### src/rtl/tribus_pkg.sv
// Shared types and helpers for the tristate bus controllers: FSM state codes,
// the round-robin pick function and the all-drivers-off enable pattern.
package tribus_pkg;

  localparam int MAXSRC = 8;

  typedef enum logic [1:0] {
    S_IDLE   = 2'd0,
    S_SETTLE = 2'd1,
    S_DRIVE  = 2'd2,
    S_DEAD   = 2'd3
  } state_e;

  typedef struct packed {
    logic       found;
    logic [2:0] idx;
  } pick_t;

  // tinv EN_BAR is active low, so all ones switches every driver off
  localparam logic [MAXSRC-1:0] EN_BAR_OFF = '1;

  // First set bit of req at or above ptr, wrapping at nsrc. The loop runs
  // downward so the smallest offset from ptr is the one left in p.
  function automatic pick_t rr_pick(input logic [MAXSRC-1:0] req,
                                    input logic [2:0]        ptr,
                                    input int                nsrc);
    pick_t p;
    int    idx;
    p = '0;
    for (int k = MAXSRC - 1; k >= 0; k--) begin
      if (k < nsrc) begin
        idx = int'(ptr) + k;
        if (idx >= nsrc) idx = idx - nsrc;
        if (req[idx[2:0]]) begin
          p.found = 1'b1;
          p.idx   = idx[2:0];
        end
      end
    end
    return p;
  endfunction

endpackage

### src/rtl/tribus_if.sv
// Request/enable/receive signal bundle between tribus_ctl (master) and the
// bus sources plus receiver buffer (slave).
interface tribus_if #(
  parameter int NSRC  = 4,
  parameter int WIDTH = 8
);
  localparam int SW = $clog2(NSRC);

  logic [NSRC-1:0]  req;
  logic [NSRC-1:0]  gnt;
  logic [NSRC-1:0]  en;
  logic [NSRC-1:0]  en_bar;
  logic [WIDTH-1:0] bus_in;
  logic [WIDTH-1:0] rx_data;
  logic             rx_valid;
  logic [SW-1:0]    rx_src;
  logic             busy;

  modport master (
    input  req, bus_in,
    output gnt, en, en_bar, rx_data, rx_valid, rx_src, busy
  );

  modport slave (
    output req, bus_in,
    input  gnt, en, en_bar, rx_data, rx_valid, rx_src, busy
  );
endinterface

### src/rtl/tribus_rr_arb.sv
// Combinational round-robin picker: zero latency, no backpressure; reports the
// first requester at or above ptr_i as one-hot, index and an any flag.
module tribus_rr_arb
  import tribus_pkg::*;
#(
  parameter int NSRC = 4
) (
  input  logic [NSRC-1:0]         req_i,
  input  logic [$clog2(NSRC)-1:0] ptr_i,
  output logic [NSRC-1:0]         oh_o,
  output logic [$clog2(NSRC)-1:0] idx_o,
  output logic                    any_o
);
  localparam int SW = $clog2(NSRC);

  pick_t pick;
  logic  unused_idx;

  assign pick       = rr_pick(MAXSRC'(req_i), 3'(ptr_i), NSRC);
  assign any_o      = pick.found;
  assign idx_o      = pick.idx[SW-1:0];
  assign oh_o       = pick.found ? (NSRC'(1) << pick.idx) : '0;
  assign unused_idx = ^pick.idx;

endmodule

### src/rtl/tribus_ctl.sv
// Tristate bus owner arbiter with break-before-make dead time; grant is one edge
// after REQ, captures start two edges after grant; REQ is ignored outside IDLE.
module tribus_ctl
  import tribus_pkg::*;
#(
  parameter int NSRC    = 4,
  parameter int WIDTH   = 8,
  parameter int DEAD    = 2,
  parameter int MAXHOLD = 16
) (
  input  logic     clk_i,
  input  logic     rn_i,
  tribus_if.master bus
);
  localparam int SW = $clog2(NSRC);
  localparam int HW = $clog2(MAXHOLD + 1);
  localparam int DW = $clog2(DEAD + 1);

  localparam logic [1:0] ST_IDLE   = S_IDLE;
  localparam logic [1:0] ST_SETTLE = S_SETTLE;
  localparam logic [1:0] ST_DRIVE  = S_DRIVE;
  localparam logic [1:0] ST_DEAD   = S_DEAD;

  logic [1:0]       state_q,    state_d;
  logic [SW-1:0]    owner_q,    owner_d;
  logic [SW-1:0]    rr_q,       rr_d;
  logic [HW-1:0]    hold_q,     hold_d;
  logic [DW-1:0]    dead_q,     dead_d;
  logic [NSRC-1:0]  en_q,       en_d;
  logic [NSRC-1:0]  en_bar_q;
  logic [WIDTH-1:0] rx_data_q,  rx_data_d;
  logic [SW-1:0]    rx_src_q,   rx_src_d;
  logic             rx_valid_q, rx_valid_d;

  logic [NSRC-1:0]  arb_oh;
  logic [SW-1:0]    arb_idx;
  logic             arb_any;

  tribus_rr_arb #(.NSRC(NSRC)) u_arb (
    .req_i (bus.req),
    .ptr_i (rr_q),
    .oh_o  (arb_oh),
    .idx_o (arb_idx),
    .any_o (arb_any)
  );

  always_comb begin
    state_d    = state_q;
    owner_d    = owner_q;
    rr_d       = rr_q;
    hold_d     = hold_q;
    dead_d     = dead_q;
    en_d       = en_q;
    rx_data_d  = rx_data_q;
    rx_src_d   = rx_src_q;
    rx_valid_d = 1'b0;
    case (state_q)
      ST_IDLE: begin
        if (arb_any) begin
          owner_d = arb_idx;
          en_d    = arb_oh;
          state_d = ST_SETTLE;
        end
      end
      ST_SETTLE: begin
        hold_d  = HW'(1);
        state_d = ST_DRIVE;
      end
      ST_DRIVE: begin
        if (bus.req[owner_q] && (hold_q < HW'(MAXHOLD))) begin
          rx_data_d  = bus.bus_in;
          rx_src_d   = owner_q;
          rx_valid_d = 1'b1;
          hold_d     = hold_q + 1'b1;
        end else begin
          // Release and hand priority to the next source in the ring
          en_d    = '0;
          rr_d    = (owner_q == SW'(NSRC - 1)) ? '0 : owner_q + 1'b1;
          dead_d  = DW'(DEAD);
          state_d = ST_DEAD;
        end
      end
      ST_DEAD: begin
        dead_d = dead_q - 1'b1;
        if (dead_q == DW'(1)) state_d = ST_IDLE;
      end
      default: state_d = ST_IDLE;
    endcase
  end

  always_ff @(posedge clk_i or negedge rn_i) begin
    if (!rn_i) begin
      state_q    <= ST_IDLE;
      owner_q    <= '0;
      rr_q       <= '0;
      hold_q     <= '0;
      dead_q     <= '0;
      en_q       <= '0;
      en_bar_q   <= EN_BAR_OFF[NSRC-1:0];
      rx_data_q  <= '0;
      rx_src_q   <= '0;
      rx_valid_q <= 1'b0;
    end else begin
      state_q    <= state_d;
      owner_q    <= owner_d;
      rr_q       <= rr_d;
      hold_q     <= hold_d;
      dead_q     <= dead_d;
      en_q       <= en_d;
      en_bar_q   <= ~en_d;
      rx_data_q  <= rx_data_d;
      rx_src_q   <= rx_src_d;
      rx_valid_q <= rx_valid_d;
    end
  end

  assign bus.gnt      = en_q;
  assign bus.en       = en_q;
  assign bus.en_bar   = en_bar_q;
  assign bus.rx_data  = rx_data_q;
  assign bus.rx_src   = rx_src_q;
  assign bus.rx_valid = rx_valid_q;
  assign bus.busy     = (state_q != ST_IDLE);

endmodule

### src/flat_wrapper.sv
// flat-port wrapper written by rule: the top's interface ports become plain ports
module tribus_ctl_flat import tribus_pkg::*;
#(
  parameter int NSRC    = 4,
  parameter int WIDTH   = 8,
  parameter int DEAD    = 2,
  parameter int MAXHOLD = 16
)
  (clk_i, rn_i, bus_req, bus_bus_in, bus_gnt, bus_en, bus_en_bar, bus_rx_data, bus_rx_valid, bus_rx_src, bus_busy);
  tribus_if #(.NSRC(NSRC), .WIDTH(WIDTH)) bus_i ();
  input  logic clk_i;
  input  logic rn_i;
  input wire logic [$bits(bus_i.req)-1:0] bus_req;
  input wire logic [$bits(bus_i.bus_in)-1:0] bus_bus_in;
  output wire logic [$bits(bus_i.gnt)-1:0] bus_gnt;
  output wire logic [$bits(bus_i.en)-1:0] bus_en;
  output wire logic [$bits(bus_i.en_bar)-1:0] bus_en_bar;
  output wire logic [$bits(bus_i.rx_data)-1:0] bus_rx_data;
  output wire logic [$bits(bus_i.rx_valid)-1:0] bus_rx_valid;
  output wire logic [$bits(bus_i.rx_src)-1:0] bus_rx_src;
  output wire logic [$bits(bus_i.busy)-1:0] bus_busy;
  assign bus_i.req = bus_req;
  assign bus_i.bus_in = bus_bus_in;
  assign bus_gnt = bus_i.gnt;
  assign bus_en = bus_i.en;
  assign bus_en_bar = bus_i.en_bar;
  assign bus_rx_data = bus_i.rx_data;
  assign bus_rx_valid = bus_i.rx_valid;
  assign bus_rx_src = bus_i.rx_src;
  assign bus_busy = bus_i.busy;
  tribus_ctl #(.NSRC(NSRC), .WIDTH(WIDTH), .DEAD(DEAD), .MAXHOLD(MAXHOLD)) u_core (.clk_i(clk_i), .rn_i(rn_i), .bus(bus_i));
endmodule
### config.mk
export PLATFORM = sky130hd
export DESIGN_NAME = tribus_ctl_flat
export DESIGN_NICKNAME = d
export VERILOG_FILES = /design/src/rtl/tribus_pkg.sv /design/src/rtl/tribus_if.sv /design/src/rtl/tribus_rr_arb.sv /design/src/rtl/tribus_ctl.sv /design/src/flat_wrapper.sv
export SDC_FILE = /design/constraint.sdc
export NUM_CORES = 1
export LEC_CHECK = 0
export ABC_AREA = 1
export CAP_MARGIN = 5
export CORE_MARGIN = 3
export CORE_UTILIZATION = 45
export CTS_CLUSTER_SIZE = 28
export DETAILED_ROUTE_END_ITERATION = 8
export HOLD_SLACK_MARGIN = 0.1
export PLACE_DENSITY = 0.74
export REMOVE_ABC_BUFFERS = 1
export SYNTH_ARGS = -nofsm -noshare
export SYNTH_HDL_FRONTEND = slang
export SYNTH_SLANG_ARGS = --single-unit
### constraint.sdc
create_clock -name clk_i -period 2 [get_ports clk_i]
set_clock_uncertainty 0.15 [all_clocks]
set_input_delay 0.6 -clock clk_i [delete_from_list [all_inputs] [get_ports clk_i]]
set_output_delay 0.6 -clock clk_i [all_outputs]
set_load 0.05 [all_outputs]
# Word level (Yosys, flattened, before mapping)
# Cells that the tools add are included.
# Widths: inputs -> output; s select.
[totals]
reg_bits = 32
output_inout_bits = 24
wordCells = 85
[classes]
n_addsub = 10
order_cmp = 10
eq_ne = 9
shifts = 1
n_mux = 32
bitwise_logic = 2
n_reduce_logical = 11
[op_table]
columns = ["cell", "count"]
rows = [
  ["$ge 32x4->1 const B", 1],
  ["$mux 4", 6],
  ["$lt 3x4->1 const B", 4],
  ["$bmux 1 s3", 4],
  ["$mux 3", 4],
  ["$mux 2", 5],
  ["$pmux 5 s2", 1],
  ["$reduce_and 2->1", 5],
  ["$sub 3x3->3 const B", 3],
  ["$pmux 2 s4", 1],
  ["$pmux 4 s2", 1],
  ["$mux 1", 7],
  ["$add 2x2->3 const B", 2],
  ["$eq 2x2->1 const B", 3],
  ["$ge 3x3->1 const B", 2],
  ["$reduce_bool 2->1", 3],
  ["$add 5x1->5 const B", 1],
  ["$lt 5x5->1 const B", 1],
  ["$mux 5", 1],
  ["$eq 2x1->1 const B", 2],
  ["$ne 2x1->1 const B", 2],
  ["$ne 2x2->1 const B", 2],
  ["$not 4->4", 1],
  ["$pmux 2 s2", 1],
  ["12 further kinds", 12],
]

# Logic depth before layout (Yosys ltp)
[logic_depth]
word_depth = 13
mapped_depth = 15
ltp_nobuf = 14

# Hierarchy
# From an unflattened synthesis, not the netlist that was laid out.
[unflattened]
hier_cells = 256
hier_area_um2 = 1943.1
[modules_own_cells]
columns = ["mod", "instances", "cells_each", "area_per_inst_um2", "seq_area_each_um2"]
rows = [
  ["tribus_ctl", 1, 182, 1559.0, 805.8],
  ["tribus_rr_arb", 1, 74, 384.1, 0.0],
]

# Worst setup path before layout
# Ideal clock, no wire load.
[synth_path]
kind = "register to register"
startpoint = "register u_core.rr_q[0]"
endpoint = "register u_core.state_q[1]"
arrival_time_ns = 1.567
path_slack_ns = 0.165
stages_incl_launch_ff = 13
n_path_buf = 1
cell_sequence = "dfrtp_1 -> buf_6 -> inv_8 -> ha_1 -> inv_1 -> nand3_2 -> inv_1 -> nor2_4 -> nand3_2 -> nand3b_1 -> inv_2 -> nand2_1 -> o21ai_2"
[synth_via]
elab_chain_len = 11
elab_cells_between_ends = 29
cone_classes = "add/sub (7); order compare (4); eq/ne (1); mux (16); reduce/logical (1)"
[synth_lines]
columns = ["item", "line", "text"]
rows = [
  ["start: declaration", "tribus_ctl.sv:26", "logic [SW-1:0] rr_q, rr_d;"],
  ["start signal: assignment", "tribus_ctl.sv:106", "rr_q <= rr_d;"],
  ["$add 2x2->3", "tribus_pkg.sv:32", "idx = int'(ptr) + k;"],
  ["$ge 32x4->1 or $sub 3x3->3 (tied branches)", "tribus_pkg.sv:33", "if (idx >= nsrc) idx = idx - nsrc;"],
  ["$mux 3", "tribus_pkg.sv:33", ""],
  ["$bmux 1 s3", "tribus_pkg.sv:34", "if (req[idx[2:0]]) begin"],
  ["$mux 1 (implied by the code)", "tribus_pkg.sv:34", ""],
  ["$mux 4 (3 in series)", "tribus_pkg.sv:34", ""],
  ["$mux 4 (*)", "tribus_pkg.sv:34", ""],
  ["$ne 2x2->1 (no source line) (*)", "--", ""],
  ["$reduce_and 3->1 (no source line) (*)", "--", ""],
  ["end signal: assignment", "tribus_ctl.sv:104", "state_q <= state_d;"],
  ["end: declaration", "tribus_ctl.sv:24", "logic [1:0] state_q, state_d;"],
]
# Every way passes the cells marked *; elsewhere a longest branch is shown, timed or not. The select of a mux whose other input is x is not followed.
# A chain may end at the register's enable or synchronous reset.

# Worst setup path after layout
[layout_path]
startpoint = "register u_core.state_q[0]"
endpoint = "output bus_busy"
[layout_via]
elab_chain_len = 1
[layout_lines]
columns = ["item", "line", "text"]
rows = [
  ["$reduce_bool 2->1", "tribus_ctl.sv:123", "assign bus.busy = (state_q != ST_IDLE);"],
  ["end: declaration", "flat_wrapper.sv:21", "output wire logic [$bits(bus_i.busy)-1:0] bus_busy;"],
]
# No other way between the ends.

==> impl_metrics.toml <==
[status]
status = "completed"

[logic_synthesis]
yosysSeqAreaShare = 0.4441
synthAdderAreaFrac = 0.06897
synthSimpleGateAreaFrac = 0.3138
ys_warn_count = 0
synth_cells = 203
synth_top_family_by_area = "simple AND/OR/NAND/NOR gates"
synth_xor_area_frac = 0
dominantRegCellSynth = "dfrtp_1"
ys_types = 30
synth_compound_area_frac = 0.07517
synthArstFlopShare = 1.000
synth_edf_count = 0
syn_area_per_cell_um2 = 8.937
synthesis.area_mm2 = 0.001814
synthMuxAreaShare = 0.006207
synth_seq_cells = 32

[clock_tree]
clk_pin_slew_ns = 0.06
numCtsBuffers = 5
htree_num_levels = 2
cts_root_buf = "clkbuf_8"
clk_latency_ns = 0.28
clock-sinks = 32
cts_tree = "done"
cts_buffer_depth = 2

[power]
ir_worst_vdd_mv = 0.9992
power.leakage_nw = 1.398
p_per_area_mw_per_mm2 = 1883

[global_route]
gr-usage-all-layers = 0.1634
grt_pass1_wl_um = 6348
grt_max_degree = 20
grt_antenna_before_repair = 0
grt_pass1_vias = 1443
overflow = 0

[floorplan]
initial_core_util = 0.4811
die_h_um = 69.50
rows = 22
die_w_um = 69.50
die_area_mm2 = 0.004830
io_pins = 38
core-area_mm2 = 0.003771

[timing]
final-setup-viol-count = 0
hold_violations = 0
period_needed_ns = 1.903
fin_ws_ns = 0.09650
tightestPinTransition_ns = 0.2587
min_period_over_period = 0.9517
slew_headroom = 0.8257
slew_viol_final = 0
max_freq_ghz = 0.5253

[detailed_routing]
wl_met3_um = 206
wl_um = 3794
ant_nets = 0
route.met2.wl_um = 1916
drtIter0Drc = 49
wl_per_cell_um = 12.28
drt-met1-wl_um = 1604
viasPerCell = 4.819
firstDrtPassIters = 4
drc = 0
dr.max_layer_used = "met4"
route.vias.total = 1489

[place]
dp.final_hpwl_um = 2870
place_area_mm2 = 0.002531
io_buffers = 37
gp_congestion = 0.8121
dpl_worst_slack_ns = -0.2992

[critical_path]
crit_type = "register to output pin"
end_kind = "output pin"
crit_path_max_fanout = 3
arrival_ns = 1.15
required_ns = 1.25
crit_path_start_kind = "register"

[final_layout]
drive_gt1_frac = 0.4444
final_common_cell = "nand2_1"
area_growth_syn_to_layout_pct = 52.28
layout.nets = 284
final_cell_area_mm2 = 0.002763
finish.utilization = 0.7326
mostFrequentLayoutCells = "nand2_1, dfrtp_1, buf_12"
fillCellCount = 262
diodes = 0

[job]
max-cap-violations = 0

[hold_path]
hp-class = "register to register"
cell type report:
type,instances,area [um^2],share of cell area
Inverter,28,115.1,0.04167
Tap cell,48,60.06,0.02174
Sequential cell,32,807.0,0.2921
Clock buffer,8,90.09,0.03261
Multi-Input combinational cell,136,932.1,0.3374
Timing Repair Buffer,57,758.2,0.2745
critical path, stage by stage, from the launching register on:
cell     delay [ns]
dfrtp_1        0.39
inv_2          0.10
ha_4           0.16
inv_2          0.07
buf_12         0.15
per-stage QoR:
stage | total power [mW] | hold slack (ns) | instances | TNS (ns)
after floorplan | 3.092 | 0.1544 | 196 | 0
after global placement | 4.306 | 0.3052 | 296 | -6.111
after detailed placement | 4.382 | 0.3051 | 296 | -7.328
after CTS | 4.937 | 0.3180 | 304 | 0
after global routing | 5.582 | 0.3496 | 309 | -0.01671
final | 5.202 | 0.3166 | 309 | 0
synth_stat cells, types with 2 or more instances:
library cell | count | area (um^2)
nand4_1 | 3 | 18.77
o21ai_2 | 2 | 17.52
nand2_4 | 5 | 56.30
nand2_1 | 57 | 214.0
nor2_1 | 7 | 26.28
o21ai_0 | 8 | 40.04
ha_1 | 10 | 125.1
nand3_2 | 10 | 100.1
buf_4 | 5 | 37.54
nor2_4 | 2 | 22.52
inv_1 | 19 | 71.32
dfstp_2 | 4 | 105.1
nand3_1 | 6 | 30.03
nand2_2 | 10 | 62.56
o31ai_1 | 2 | 15.01
a21oi_1 | 5 | 25.02
dfrtp_1 | 28 | 700.7
inv_2 | 8 | 30.03
power breakdown:
| part | total, mW | switching (mW) | internal (mW) |
|---|---|---|---|
| registers | 1.18 | 0.254 | 0.930 |
| logic | 3.51 | 1.97 | 1.54 |
| clock network | 0.505 | 0.225 | 0.280 |
path summary, 6_finish.rpt:
kind | startpoint | end | slack [ns] | depth (start not counted)
min in group asynchronous | rn_i | u_core.bus.rx_valid$_DFF_PN0_ | 0.50 | 2
worst min-delay path | u_core.hold_q[3]$_DFFE_PN0P_ | u_core.hold_q[3]$_DFFE_PN0P_ | 0.32 | 1
worst max-delay path | u_core.state_q[0]$_DFFE_PN0P_ | bus_busy | 0.1 | 4
max in group asynchronous | rn_i | u_core.rr_q[0]$_DFFE_PN0P_ | 0.93 | 2
worst max register to register | u_core.rr_q[0]$_DFFE_PN0P_ | u_core.owner_q[0]$_DFFE_PN0P_ | 0.12 | 13
worst min register to register | u_core.hold_q[3]$_DFFE_PN0P_ | u_core.hold_q[3]$_DFFE_PN0P_ | 0.32 | 1
kinds of logic after synthesis:
logic type | count (synthesis)
and+or+nand+nor | 104
buffers and inverters | 35
DFF | 32
AOI/OAI and AO/OA | 21
adders and majority gates | 10
muxes | 1
layer usage:
metal,vias to the layer above,GRT usage
met4,0,0.07375
met5,-,0
li1,757,-
met1,694,0.1947
met2,32,0.2722
met3,6,0.04638
repair_timing:
action / 4_1_cts / 5_1_grt
endpoints found under the setup margin: 2 / 28
setup buffers: 0 / 5
hold buffers: 0 / 0
pin swaps: 0 / 14
resized for setup: 5 / 26
Power figures use the tool's default switching activity.
